## src/rtl/fpu_normalize_pipe_pkg.sv

```systemverilog
// Per-format mantissa/exponent/LZD-index constants shared by the normalizer and the
// leading-zero detector instantiations.
package fpu_normalize_pipe_pkg;

  typedef enum logic [1:0] {FMT_BF16, FMT_HP, FMT_SP, FMT_DP} fmt_e;

  function automatic int fmt_man(fmt_e f);
    case (f)
      FMT_BF16: return 6;
      FMT_HP:   return 9;
      FMT_DP:   return 51;
      default:  return 22;
    endcase
  endfunction

  function automatic int fmt_exp(fmt_e f);
    case (f)
      FMT_HP:  return 5;
      FMT_DP:  return 11;
      default: return 8;
    endcase
  endfunction

  function automatic int fmt_lzd(fmt_e f);
    case (f)
      FMT_BF16: return 3;
      FMT_HP:   return 3;
      FMT_DP:   return 5;
      default:  return 4;
    endcase
  endfunction

endpackage

```

## src/rtl/fpu_norm_lshift.sv

```systemverilog
// Log-depth zero-filling left barrel shifter; stage i shifts by 2**i when amount[i] is set.
module fpu_norm_lshift #(
  parameter int W  = 24,
  parameter int SW = 5
) (
  input  logic [W-1:0]  data,
  input  logic [SW-1:0] amount,
  output logic [W-1:0]  result
);

  logic [SW:0][W-1:0] stage;

  assign stage[0] = data;

  for (genvar i = 0; i < SW; i++) begin : g_stage
    assign stage[i+1] = amount[i] ? (stage[i] << (1 << i)) : stage[i];
  end

  assign result = stage[SW];

endmodule

```

## src/rtl/fpu_normalize_pipe.sv

```systemverilog
// Two-stage post-arithmetic normalizer: stage 1 picks the shift (with subnormal clamp),
// stage 2 shifts the mantissa and adjusts the exponent. Valid/ready on both sides.
module fpu_normalize_pipe
  import fpu_normalize_pipe_pkg::*;
#(
  parameter int MAN = fmt_man(FMT_SP),
  parameter int EXP = fmt_exp(FMT_SP),
  parameter int LZD = fmt_lzd(FMT_SP)
) (
  input  logic           clk,
  input  logic           rst_l,
  input  logic           in_valid,
  output logic           in_ready,
  input  logic [MAN+1:0] in_mant,
  input  logic [EXP-1:0] in_exp,
  input  logic [LZD:0]   in_lzc,
  output logic           out_valid,
  input  logic           out_ready,
  output logic [MAN+1:0] out_mant,
  output logic [EXP-1:0] out_exp,
  output logic           out_zero,
  output logic           out_denorm
);

  localparam int W  = MAN + 2;
  localparam int LW = LZD + 1;
  localparam int XW = EXP + 1;

  logic          adv1, adv2;
  logic          s1_valid, s2_valid;
  logic [W-1:0]  s1_mant;
  logic [EXP-1:0] s1_exp;
  logic [LW-1:0] s1_shift;
  logic          s1_zero, s1_clamp;

  logic          zero_c, clamp_c;
  logic [XW-1:0] lzc_x, lzc_sat, exp_x, shift_x;
  logic [W-1:0]  shifted;
  logic [EXP-1:0] exp_c;

  assign adv2      = !s2_valid || out_ready;
  assign adv1      = !s1_valid || adv2;
  assign in_ready  = adv1;
  assign out_valid = s2_valid;

  // Comparisons run one bit wider than the exponent so in_exp - 1 and the
  // saturated count never wrap.
  always_comb begin
    zero_c  = (in_mant == '0);
    lzc_x   = XW'(in_lzc);
    lzc_sat = (lzc_x > XW'(W)) ? XW'(W) : lzc_x;
    exp_x   = {1'b0, in_exp};
    shift_x = '0;
    clamp_c = 1'b0;
    if (zero_c || in_exp == '0) begin
      shift_x = '0;
    end else if (lzc_sat < exp_x) begin
      shift_x = lzc_sat;
    end else begin
      shift_x = exp_x - XW'(1);
      clamp_c = 1'b1;
    end
  end

  always_ff @(posedge clk or negedge rst_l) begin
    if (!rst_l) begin
      s1_valid <= 1'b0;
      s1_mant  <= '0;
      s1_exp   <= '0;
      s1_shift <= '0;
      s1_zero  <= 1'b0;
      s1_clamp <= 1'b0;
    end else if (adv1) begin
      s1_valid <= in_valid;
      if (in_valid) begin
        s1_mant  <= in_mant;
        s1_exp   <= in_exp;
        s1_shift <= LW'(shift_x);
        s1_zero  <= zero_c;
        s1_clamp <= clamp_c;
      end
    end
  end

  fpu_norm_lshift #(.W(W), .SW(LW)) u_lshift (
    .data   (s1_mant),
    .amount (s1_shift),
    .result (shifted)
  );

  assign exp_c = (s1_zero || s1_clamp || s1_exp == '0) ? '0 : s1_exp - EXP'(s1_shift);

  always_ff @(posedge clk or negedge rst_l) begin
    if (!rst_l) begin
      s2_valid   <= 1'b0;
      out_mant   <= '0;
      out_exp    <= '0;
      out_zero   <= 1'b0;
      out_denorm <= 1'b0;
    end else if (adv2) begin
      s2_valid <= s1_valid;
      if (s1_valid) begin
        out_mant   <= s1_zero ? '0 : shifted;
        out_exp    <= exp_c;
        out_zero   <= s1_zero;
        out_denorm <= !s1_zero && (exp_c == '0);
      end
    end
  end

endmodule
```

## config.mk

```make
export PLATFORM = sky130hd
export DESIGN_NAME = fpu_normalize_pipe
export DESIGN_NICKNAME = d
export VERILOG_FILES = /design/src/rtl/fpu_normalize_pipe_pkg.sv /design/src/rtl/fpu_norm_lshift.sv /design/src/rtl/fpu_normalize_pipe.sv
export SDC_FILE = /design/constraint.sdc
export NUM_CORES = 1
export LEC_CHECK = 0
export ABC_CLOCK_PERIOD_IN_PS = 2600
export BUFFER_PORTS_ARGS = -buffer_cell sky130_fd_sc_hd__buf_2
export CORE_MARGIN = 2
export CORE_UTILIZATION = 50
export DETAILED_ROUTE_END_ITERATION = 7
export MAX_ROUTING_LAYER = met4
export PLACE_DENSITY = 0.75
export RECOVER_POWER = 25
export SLEW_MARGIN = 20
export SYNTH_ARGS = -nofsm -noshare
export SYNTH_HDL_FRONTEND = slang
export SYNTH_SLANG_ARGS = --single-unit
```

## constraint.sdc

```tcl
create_clock -name clk -period 2.6 [get_ports clk]
set_input_delay 0.26 -clock clk [delete_from_list [all_inputs] [get_ports clk]]
set_output_delay 0.26 -clock clk [all_outputs]
set_load 0.02 [all_outputs]
```

==> results by group <==
Run status
  – Outcome: finished with violations
  – Violated checks: capacitance limit, slew limit

STA
  – Count of pins over their slew limit: 32
  – Shortest period the worst path allows: 2.14 ns
  – Max-slew headroom at the worst pin: -16.9%
  – Final hold violation count: 0
  – Setup repair after global routing missed its margin: no
  – Setup ws final: 0.461 ns
  – Setup Total Neg Slack: 0 ns
  – Worst Hold Slack: 0.105 ns
  – Clk_skew: 0.0140 ns
  – Setup violations, final: 0
  – Slew at the pin with the worst max-slew slack: 1.75 ns
  – Top achievable clock speed: 467 MHz
  – Post-route fraction of the period consumed by the critical path: 82.3%

Worst setup path
  – Levels on crit path: 9
  – Critical path startpoint category: register
  – Most common cell on crit path: sky130_fd_sc_hd__inv_1
  – Maximum cell stage delay along the critical path: 0.40 ns
  – Arrival time worst endpoint: 2.42 ns
  – Number of buffers and inverters on the critical path: 2
  – Number of cells on the worst reg-to-reg path: 9
  – Slowest cell on the critical path: sky130_fd_sc_hd__dfrtp_1
  – Max Fanout on Critical Path: 3
  – Family of cells with the greatest summed delay on the critical path: compound AO/OA/AOI/OAI gates
  – Series of cell instances along the critical path: inv_1, ha_1, inv_1, fa_1, a211oi_1, o21ai_0, nand2_1, nand4b_1, a22oi_1
  – Crit path capture type: register
  – Worst endpoint required time: 2.88 ns
  – Critical path launch point: s1_exp[0]
  – Startpoint of the worst-slack reg-to-reg timing path: s1_exp[0]
  – Worst Setup Path Type: register to register

Die
  – Die X-Extent: 97.5 um
  – Die height: 97.5 um
  – I/O pin count: 77
  – Effective utilization at floorplan: 50.9%
  – Number of standard-cell rows in the floorplan: 34
  – Die footprint: 9510 sq um
  – Area of the core region: 8590 sq um

Finish
  – Fill count: 762
  – Share of cells above drive strength 1: 28.7%
  – Antenna Cells: 0
  – Area delta synth->final: 16.2%
  – Number of nets in the finished design: 533
  – Most common library cell in the layout ignoring fill and taps: sky130_fd_sc_hd__dfrtp_1
  – Commonest cells after routing, fill and taps aside: 75 x sky130_fd_sc_hd__dfrtp_1, 62 x sky130_fd_sc_hd__buf_2, 40 x sky130_fd_sc_hd__nand2_1, 29 x sky130_fd_sc_hd__mux2_2, 27 x sky130_fd_sc_hd__mux2i_1
  – Count of placed standard cells in the final layout, fillers left out: 592

Logic synthesis
  – Count of flip-flops with a built-in enable after synthesis: 0
  – Yosys warning count: 0
  – Seq cells post-synth: 75
  – Average size of a mapped cell: 10.8 sq um
  – Post-synthesis net count: 457
  – Adder-Cell Fraction of Synth Area: 3.61%
  – Share of synthesized area spent on multiplexers: 19.6%
  – Largest area contributor in the synthesized netlist: sky130_fd_sc_hd__dfrtp_1
  – Seq/Total Area, Yosys: 42.9%
  – Post-synth ARST share: 100%
  – Count of unique library cells instantiated by Yosys: 60
  – Most used flip-flop cell after synthesis: sky130_fd_sc_hd__dfrtp_1
  – Simple-gate share of the synthesized area: 13.1%
  – Main combinational cell family by area after synthesis: multiplexers
  – Post-synthesis cell area: 4370 sq um
  – Synth Area in Compound Gates: 15.5%
  – Leading cell types by total area after synthesis: sky130_fd_sc_hd__dfrtp_1 43%, sky130_fd_sc_hd__mux2_2 7.5%, sky130_fd_sc_hd__mux2i_1 6.2%
  – Post-Synthesis Cells: 404
  – Synth top area share: 42.9%
  – XOR/XNOR share of the synthesized area: 1.60%

Clock tree
  – Maximum buffer depth of the clock tree: 2
  – Buffer type at the clock tree root: sky130_fd_sc_hd__clkbuf_8
  – Clock slew at reported path FFs: 0.08 ns
  – Clock tree from TritonCTS: built
  – Clock latency on the worst-skew pair: 0.36 ns
  – CTS Buf Count: 9
  – # clock sinks: 75
  – Total number of H-tree levels: 3

Drt
  – Average wire length per cell after detail routing: 16.8 um
  – Uppermost routed layer: met4
  – Count of antenna-violating nets left after detailed routing: 0
  – Initial drt markers: 184
  – Detail-routed via count per cell: 5.87
  – Pre-Repair DR Iteration Count: 5
  – Met3 wire length: 520 um
  – Total met2 wirelength after detailed routing: 4580 um
  – DRT Wirelength: 9950 um
  – Wire length on met1: 4710 um
  – Vias after detailed routing: 3,473
  – DRC violation count after routing: 0

Place
  – Placed Instances: 576
  – GP Congestion: 0.979
  – Worst slack at placement: 0.423 ns
  – Port Buffer Count: 76
  – Post-DP HPWL: 7650 um

Global routing
  – Global routing usage summed across all routing layers: 22.4%
  – GRT Residual Overflow: 0
  – Number of antenna violations at the first check in global routing: 0
  – Wire length of the first global-routing pass: 16,800 um
  – Number of global-route vias before repair: 3,393
  – Pin count of the biggest net entering global routing: 45

Worst hold path
  – Hold path startpoint: in_valid
  – Worst min path class: input pin to register
  – Worst hold path depth: 2

Power and ir drop
  – Pwr Density: 809 nW/um^2
  – IR Drop Worst-Case VDD: 0.000361 V
  – Static leakage power: 2.28 nW

Job
  – Number of violations of the max-capacitance limit: 1
registers in the layout, summed over array words and instances, names as in the netlist, 5 cells and up:
signal and flops:
out_mant 24, s1_exp 8, s1_mant 24, s1_shift 5
out_exp 8
kinds of logic after synthesis:
| family | count (synthesis) |
|---|---|
| simple gates | 111 |
| compound gates | 96 |
| flops | 75 |
| mux | 68 |
| buf+inv | 34 |
| fa+ha+maj | 12 |
| xor+xnor | 8 |
what timing repair did:
item,CTS,global route
buffers inserted,0,0
endpoints found under the setup margin,0,0
hold endpoints to repair,31,0
hold buffers,1,0
gates resized for setup,0,0
layer usage:
metal	global-route usage, %	up-vias
li1	-	1680
met1	31.7	1686
met3	4.60	11
met4	6.73	0
met5	-	-
met2	32.8	96
power breakdown:
part           internal, mW  switching [mW]  total [mW]
logic                 0.640           0.910        1.55
registers              1.42           0.189        1.61
clock network         0.534           0.422       0.956
final timing paths:
kind | slack, ns | end
max | 0.46 | out_denorm
min | 0.10 | s1_valid
max reg2reg | 0.46 | out_denorm
min reg2reg | 0.48 | out_exp[5]
max in group asynchronous | 0.68 | s1_mant[12]
min in group asynchronous | 0.91 | s1_shift[3]
area by class of cell:
cell class / instances / area [sq um] / share of cell area (%)
clock buffer: 10 / 128 / 2.51
clock inverter: 5 / 78.8 / 1.55
inverter: 12 / 45.0 / 0.886
multi-input combinational: 295 / 2330 / 45.9
sequential: 75 / 1880 / 36.9
tap: 108 / 135 / 2.66
timing repair buffer: 87 / 485 / 9.55
cell usage after synthesis (9+ instances only):
library cell and count:
sky130_fd_sc_hd__a21oi_1 16, sky130_fd_sc_hd__nor4_1 9, sky130_fd_sc_hd__nand2_1 40, sky130_fd_sc_hd__ha_1 11, sky130_fd_sc_hd__o221ai_1 10, sky130_fd_sc_hd__a22oi_1 9
sky130_fd_sc_hd__dfrtp_1 75, sky130_fd_sc_hd__nand3_1 9, sky130_fd_sc_hd__buf_2 10, sky130_fd_sc_hd__inv_1 9, sky130_fd_sc_hd__mux2_2 29, sky130_fd_sc_hd__o21ai_0 13
sky130_fd_sc_hd__nor2_1 14, sky130_fd_sc_hd__mux4_2 10, sky130_fd_sc_hd__mux2i_1 27
metrics by stage:
step	instance area (sq um)	power (mW)	util (%)
global placement	4880	3.15	56.8
detailed placement	4880	3.19	56.8
floorplan	4370	2.71	-
CTS	5100	4.14	59.3
finish	5080	4.11	59.1
global route	5080	4.36	59.1
No activity file was read; power rests on OpenSTA's default activity.
